File: config.mk
export PLATFORM = sky130hd
export DESIGN_NAME = rx_packet_parser
export DESIGN_NICKNAME = d
export VERILOG_FILES = /design/src/rtl/uart_pkg.sv /design/src/rtl/rx_timeout_cnt.sv /design/src/rtl/rx_packet_parser.sv
export SDC_FILE = /design/constraint.sdc
export NUM_CORES = 1
export LEC_CHECK = 0
export ABC_AREA = 1
export ABC_CLOCK_PERIOD_IN_PS = 2300
export BUFFER_PORTS_ARGS = -buffer_cell sky130_fd_sc_hd__buf_2
export CORE_ASPECT_RATIO = 0.5
export CORE_UTILIZATION = 60
export CTS_BUF_LIST = sky130_fd_sc_hd__clkbuf_8
export DETAILED_ROUTE_END_ITERATION = 10
export MAX_ROUTING_LAYER = met4
export PLACE_DENSITY_LB_ADDON = 0.2
export SETUP_SLACK_MARGIN = 0.5
export SLEW_MARGIN = 20
export SYNTH_ARGS = -nofsm -noshare
export SYNTH_HDL_FRONTEND = slang
export SYNTH_HIERARCHICAL = 1
export SYNTH_SLANG_ARGS = --single-unit
File: constraint.sdc
create_clock -name clk -period 2.3 [get_ports clk]
set_input_delay 0.115 -clock clk [delete_from_list [all_inputs] [get_ports clk]]
set_output_delay 0.115 -clock clk [all_outputs]
set_load 0.01 [all_outputs]
File: src/rtl/uart_pkg.sv
// Shared types and helpers for the UART packet receiver: FSM states, error causes,
// checksum mode selectors and a ceil-log2 helper for sizing counters.
package uart_pkg;

    typedef enum logic [2:0] {
        S_CMD,
        S_LEN,
        S_DATA,
        S_CHK,
        S_SKIP
    } rx_state_t;

    typedef logic [1:0] err_code_t;

    localparam err_code_t ERR_NONE = 2'd0;
    localparam err_code_t ERR_CHK  = 2'd1;
    localparam err_code_t ERR_LEN  = 2'd2;
    localparam err_code_t ERR_TO   = 2'd3;

    localparam int CHK_SUM = 0;
    localparam int CHK_XOR = 1;

    function automatic int clogb2(input int value);
        int r;
        r = 0;
        while ((1 << r) < value) r++;
        return r;
    endfunction

endpackage

File: src/rtl/rx_timeout_cnt.sv
// Inter-byte idle counter: counts enabled, uncleared cycles and pulses expire_o on
// the cycle that would reach TIMEOUT_CYC, then restarts from zero.
module rx_timeout_cnt
    import uart_pkg::*;
#(
    parameter int TIMEOUT_CYC = 50000
) (
    input  logic clk,
    input  logic reset_n,
    input  logic clr_i,
    input  logic en_i,
    output logic expire_o
);

    localparam int CNT_W = clogb2(TIMEOUT_CYC + 1);

    logic [CNT_W-1:0] cnt_q, cnt_d;

    // A byte in the expiry cycle clears the counter and suppresses the abort.
    assign expire_o = en_i && !clr_i && (cnt_q == CNT_W'(TIMEOUT_CYC - 1));

    always_comb begin
        cnt_d = cnt_q;
        if (clr_i || !en_i || expire_o) begin
            cnt_d = '0;
        end else begin
            cnt_d = cnt_q + CNT_W'(1);
        end
    end

    always_ff @(posedge clk or negedge reset_n) begin
        if (!reset_n) begin
            cnt_q <= '0;
        end else begin
            cnt_q <= cnt_d;
        end
    end

endmodule

File: src/rtl/rx_packet_parser.sv
// UART packet receiver: parses CMD / LEN / payload / CHK frames, streams payload bytes
// to RAM with indices, verifies the checksum and reports done or error with a cause.
module rx_packet_parser
    import uart_pkg::*;
#(
    parameter  int MAX_LEN     = 256,
    parameter  int LEN_BYTES   = 1,
    parameter  int TIMEOUT_CYC = 50000,
    parameter  int CHK_MODE    = 0,
    localparam int ADDR_W      = clogb2(MAX_LEN),
    // Wide enough for both the raw LEN field and the value MAX_LEN itself.
    localparam int LEN_W       = (8 * LEN_BYTES > ADDR_W + 1) ? 8 * LEN_BYTES : ADDR_W + 1
) (
    input  logic              clk,
    input  logic              reset_n,
    input  logic [7:0]        rx_data,
    input  logic              rx_valid,
    output logic [7:0]        cmd_rx,
    output logic [LEN_W-1:0]  len_rx,
    output logic [7:0]        wr_data,
    output logic [ADDR_W-1:0] wr_addr,
    output logic              we,
    output logic              pck_done,
    output logic              pck_err,
    output logic [1:0]        err_code,
    output logic              busy
);

    localparam int               LENF_W    = 8 * LEN_BYTES;
    localparam logic [LEN_W-1:0] MAX_LEN_L = LEN_W'(MAX_LEN);
    localparam logic [ADDR_W:0]  ADDR_ONE  = (ADDR_W + 1)'(1);

    rx_state_t         state_q, state_d;
    logic [7:0]        cmd_q, cmd_d;
    logic [LENF_W-1:0] lenf_q, lenf_d;
    logic [1:0]        lenidx_q, lenidx_d;
    logic [LEN_W-1:0]  lenrx_q, lenrx_d;
    logic [7:0]        acc_q, acc_d;
    logic [ADDR_W:0]   addr_q, addr_d;
    logic [7:0]        wdata_q, wdata_d;
    logic [ADDR_W-1:0] waddr_q, waddr_d;
    logic              we_q, we_d;
    logic              done_q, done_d;
    logic              err_q, err_d;
    err_code_t         errc_q, errc_d;

    logic [LENF_W-1:0] lenf_sh;
    logic [LEN_W-1:0]  len_dec;
    logic [ADDR_W:0]   addr_nxt;
    logic              expire;

    function automatic logic [7:0] acc_upd(input logic [7:0] a, input logic [7:0] b);
        return (CHK_MODE == CHK_XOR) ? (a ^ b) : (a + b);
    endfunction

    function automatic logic [7:0] chk_exp(input logic [7:0] a);
        return (CHK_MODE == CHK_XOR) ? a : ~a;
    endfunction

    generate
        if (TIMEOUT_CYC != 0) begin : g_timeout
            rx_timeout_cnt #(
                .TIMEOUT_CYC(TIMEOUT_CYC)
            ) u_timeout (
                .clk     (clk),
                .reset_n (reset_n),
                .clr_i   (rx_valid),
                .en_i    (state_q != S_CMD),
                .expire_o(expire)
            );
        end else begin : g_no_timeout
            assign expire = 1'b0;
        end
    endgenerate

    always_comb begin
        state_d  = state_q;
        cmd_d    = cmd_q;
        lenf_d   = lenf_q;
        lenidx_d = lenidx_q;
        lenrx_d  = lenrx_q;
        acc_d    = acc_q;
        addr_d   = addr_q;
        wdata_d  = wdata_q;
        waddr_d  = waddr_q;
        errc_d   = errc_q;
        we_d     = 1'b0;
        done_d   = 1'b0;
        err_d    = 1'b0;
        lenf_sh  = (lenf_q << 8) | LENF_W'(rx_data);
        len_dec  = (lenf_sh == '0) ? MAX_LEN_L : LEN_W'(lenf_sh);
        addr_nxt = addr_q + ADDR_ONE;

        case (state_q)
            S_CMD: begin
                if (rx_valid) begin
                    cmd_d    = rx_data;
                    acc_d    = rx_data;
                    lenidx_d = 2'd0;
                    lenf_d   = '0;
                    state_d  = S_LEN;
                end
            end
            S_LEN: begin
                if (rx_valid) begin
                    acc_d  = acc_upd(acc_q, rx_data);
                    lenf_d = lenf_sh;
                    if (lenidx_q == 2'(LEN_BYTES - 1)) begin
                        if (len_dec > MAX_LEN_L) begin
                            err_d   = 1'b1;
                            errc_d  = ERR_LEN;
                            state_d = S_SKIP;
                        end else begin
                            lenrx_d = len_dec;
                            addr_d  = '0;
                            state_d = S_DATA;
                        end
                    end else begin
                        lenidx_d = lenidx_q + 2'd1;
                    end
                end
            end
            S_DATA: begin
                if (rx_valid) begin
                    we_d    = 1'b1;
                    wdata_d = rx_data;
                    waddr_d = addr_q[ADDR_W-1:0];
                    acc_d   = acc_upd(acc_q, rx_data);
                    addr_d  = addr_nxt;
                    if (LEN_W'(addr_nxt) == lenrx_q) begin
                        state_d = S_CHK;
                    end
                end
            end
            S_CHK: begin
                if (rx_valid) begin
                    if (rx_data == chk_exp(acc_q)) begin
                        done_d = 1'b1;
                        errc_d = ERR_NONE;
                    end else begin
                        err_d  = 1'b1;
                        errc_d = ERR_CHK;
                    end
                    state_d = S_CMD;
                end
            end
            default: begin
            end
        endcase

        // Oversize frames already reported their error; expiry there just resyncs.
        if (expire) begin
            state_d = S_CMD;
            if (state_q != S_SKIP) begin
                err_d  = 1'b1;
                errc_d = ERR_TO;
            end
        end
    end

    always_ff @(posedge clk or negedge reset_n) begin
        if (!reset_n) begin
            state_q  <= S_CMD;
            cmd_q    <= '0;
            lenf_q   <= '0;
            lenidx_q <= '0;
            lenrx_q  <= '0;
            acc_q    <= '0;
            addr_q   <= '0;
            wdata_q  <= '0;
            waddr_q  <= '0;
            we_q     <= 1'b0;
            done_q   <= 1'b0;
            err_q    <= 1'b0;
            errc_q   <= ERR_NONE;
        end else begin
            state_q  <= state_d;
            cmd_q    <= cmd_d;
            lenf_q   <= lenf_d;
            lenidx_q <= lenidx_d;
            lenrx_q  <= lenrx_d;
            acc_q    <= acc_d;
            addr_q   <= addr_d;
            wdata_q  <= wdata_d;
            waddr_q  <= waddr_d;
            we_q     <= we_d;
            done_q   <= done_d;
            err_q    <= err_d;
            errc_q   <= errc_d;
        end
    end

    assign cmd_rx   = cmd_q;
    assign len_rx   = lenrx_q;
    assign wr_data  = wdata_q;
    assign wr_addr  = waddr_q;
    assign we       = we_q;
    assign pck_done = done_q;
    assign pck_err  = err_q;
    assign err_code = errc_q;
    assign busy     = (state_q != S_CMD);

endmodule

==> metrics.txt <==
wire per inst=14.0 µm; DR DRC count=0; post-detail-place hpwl=6300 µm; initial antenna violation count=0; die area=0.00693 mm²; launch point of the worst path=acc_q[0]; DR iter-0 viols=201; share of post-route cells with drive strength above 1=22.3%; Worst-Margin Slew=0.528 ns; Leak=2.24 nW; clock buffer depth=2; Row Count=20; Mapped Cells=487; Num CTS Buffers=9; clk sinks=76; element type at the critical path end=flip-flop; IO Pins=50; ANT cells=0; Routed Antenna Nets=0; sequential share of the synthesized area=48.2%; outcome=finished, final reports clean; Syn Area/Cell=8.11 µm²; largest net degree at the start of global routing=41; setup TNS=0 ns; worst-case vdd ir drop=0.648 mV; pwr/cell area=1140 mW/mm²; Vias=3478; Slew Viols, Final=0; async set-or-reset flop fraction in the synthesized netlist=100%; fin util=75.8%; min-delay src=rx_data[0]; Highest Clock Rate=0.555 GHz; grt ovf=0; first-pass GRT wire length=14100 µm; H-tree lvl count=3; CP startpoint kind=flip-flop; Clock Tree Root=clkbuf_8; CP max stage delay=0.36 ns; # fillers=483; IO Port Bufs=49; RSZ-0062 raised after global routing=true; most used cell, CP=nor2_1; Post-synth EDFFs=0; fin cells=645; vias in the first global route=3061; core region area=0.00621 mm²; DR pass1 iterations=5; Cells after DPL=620; Tcrit/Tclk final=78.3%; Worst Hold Class=in -> reg; WS Path Type=reg -> reg; Post-Syn Nets=509; Crit path arrival time=2.04 ns; yosys warns=6; clk_lat worst skew=0.36 ns; Die Y=59.4 µm; final setup vio count=0; top_reg_cell synth=dfrtp_1; CP required=2.54 ns; synth unique cells=38; Area growth syn-to-layout=19.1%; Layout Nets=575; Hold Fails Final Rpt=0; power consumption=0.00537 W; GPL Wtd Cong=0.841; relative slew slack=64.8%; vias per cell=5.39; drt total wl=9060 µm; CP max stage cell=dfrtp_1; crit-path max FO=3; crit path cell chain=ha_2 -> inv_1 -> fa_2 -> inv_2 -> nand3_2 -> nand2_2 -> a21oi_1 -> nor2_1 -> nor2_1 -> xnor2_1 -> nor2_1 -> o21ai_1; Starting Density=63.6%; total global-route track usage=28.5%; Worst Skew=0.0108 ns; Max Cap Viol=0; CTS tree=done; clock-pin slew on the worst setup and hold paths=0.07 ns; synthesized flop and latch total=76; minimum clock period=1.80 ns; Die X=117 µm; area of the mapped netlist=0.00395 mm²; reg2reg start=acc_q[0]
==> report_power, final <==
group / leakage, nW / internal [W] / switching (W)
logic: 1.15 / 0.000928 / 0.00129
registers: 0.985 / 0.00178 / 0.000374
clock network: 0.0956 / 0.000519 / 0.000480
total: 2.24 / 0.00322 / 0.00214
==> logic make-up after synthesis <==
kind of cell,count (synthesis),synth area share [%]
AND/OR/NAND/NOR,251,28.6
flip-flops,76,48.2
AO/OA/AOI/OAI,75,10.4
buffers and inverters,61,6.31
XOR/XNOR,13,2.88
adder cells (fa/ha/maj),11,3.68
==> synthesized netlist by cell type, types with 5 or more instances <==
cell type | count | area (µm²)
nand2_1 | 132 | 495
dfrtp_1 | 76 | 1900
nor2_1 | 56 | 210
inv_1 | 45 | 169
o21ai_0 | 45 | 225
nand3_1 | 30 | 150
a21oi_1 | 12 | 60.1
ha_1 | 10 | 125
nand4_1 | 8 | 50.1
xor2_1 | 8 | 70.1
inv_2 | 7 | 26.3
o21ai_1 | 7 | 35.0
xnor2_1 | 5 | 43.8
==> per-layer routing <==
layer / global-route usage, % / vias to the layer above / part of all wire (%)
met5: - / - / 0
met3: 8.69 / 14 / 6.6
li1: - / 1713 / -
met2: 43.4 / 107 / 45
met4: 7.05 / 0 / 1.3
met1: 37.6 / 1644 / 47
==> stage by stage <==
| stage | hold slack [ns] | worst slack (ns) | instance area, µm² |
|---|---|---|---|
| after floorplan | -0.181 | 0.650 | 3950 |
| after global placement | 0.129 | 0.479 | 4300 |
| after detailed placement | 0.133 | 0.457 | 4300 |
| after CTS | 0.0405 | 0.505 | 4500 |
| after global routing | 0.0588 | 0.428 | 4700 |
| final | 0.0560 | 0.499 | 4700 |
==> cells in the final DEF, fill, tap and decap left out, types with 5 or more instances in the layout <==
cell type	instances
xnor2_1	5
nand3_1	28
inv_2	7
inv_1	45
a21oi_1	10
o21ai_1	8
buf_2	48
nand2_1	128
buf_4	10
ha_4	5
nor2_1	52
xor2_1	8
dfrtp_1	74
nand2_2	5
nor2_2	7
nand4_1	8
clkbuf_8	10
o21ai_0	44
==> final timing paths <==
kind | end | slack, ns | cells after the start
hold reg to reg | err_code[1] | 0.48 | 2
hold / removal | acc_q[0] | 0.06 | 3
setup reg to reg | acc_q[6] | 0.50 | 12
min in group asynchronous | g_timeout.u_timeout/cnt_q[9] | 0.26 | 2
setup / recovery | acc_q[6] | 0.50 | 12
max in group asynchronous | len_rx[8] | 1.44 | 3
==> state kept, by name (all words and copies together) (netlist names) <==
register	flops
acc_q	8
addr_q	9
cmd_rx	8
err_code	2
g_timeout.u_timeout/cnt_q	16
len_rx	9
lenidx_q	2
pck_done	1
pck_err	1
state_q	3
we	1
wr_addr	8
wr_data	8
==> layout make-up <==
type | instances | area, µm² | area share (%)
well taps | 88 | 110 | 2.34
multi-input cells | 351 | 1920 | 40.8
flip-flops and latches | 76 | 1900 | 40.5
repair buffers | 61 | 365 | 7.77
clock inverters | 5 | 53.8 | 1.14
clock buffers | 10 | 138 | 2.93
inverters | 54 | 210 | 4.47
==> worst max-delay path: cells and delay by family (launching register included) <==
family / cells / cell delay [ns]
buffers and inverters: 2 / 0.11
adder cells (fa/ha/maj): 2 / 0.54
AND/OR/NAND/NOR: 5 / 0.40
flip-flops: 1 / 0.36
XOR/XNOR: 1 / 0.12
AO/OA/AOI/OAI: 2 / 0.15
==> timing repair <==
| action | in CTS | in global routing |
|---|---|---|
| setup buffers | 0 | 8 |
| resized for setup | 1 | 28 |
| pin swaps | 0 | 11 |
| cloned | 0 | 1 |
| hold buffers | 1 | 0 |
| setup endpoints to repair | 2 | 15 |
| endpoints found under the hold margin | 39 | 0 |
No activity file was read; power rests on OpenSTA's default activity.
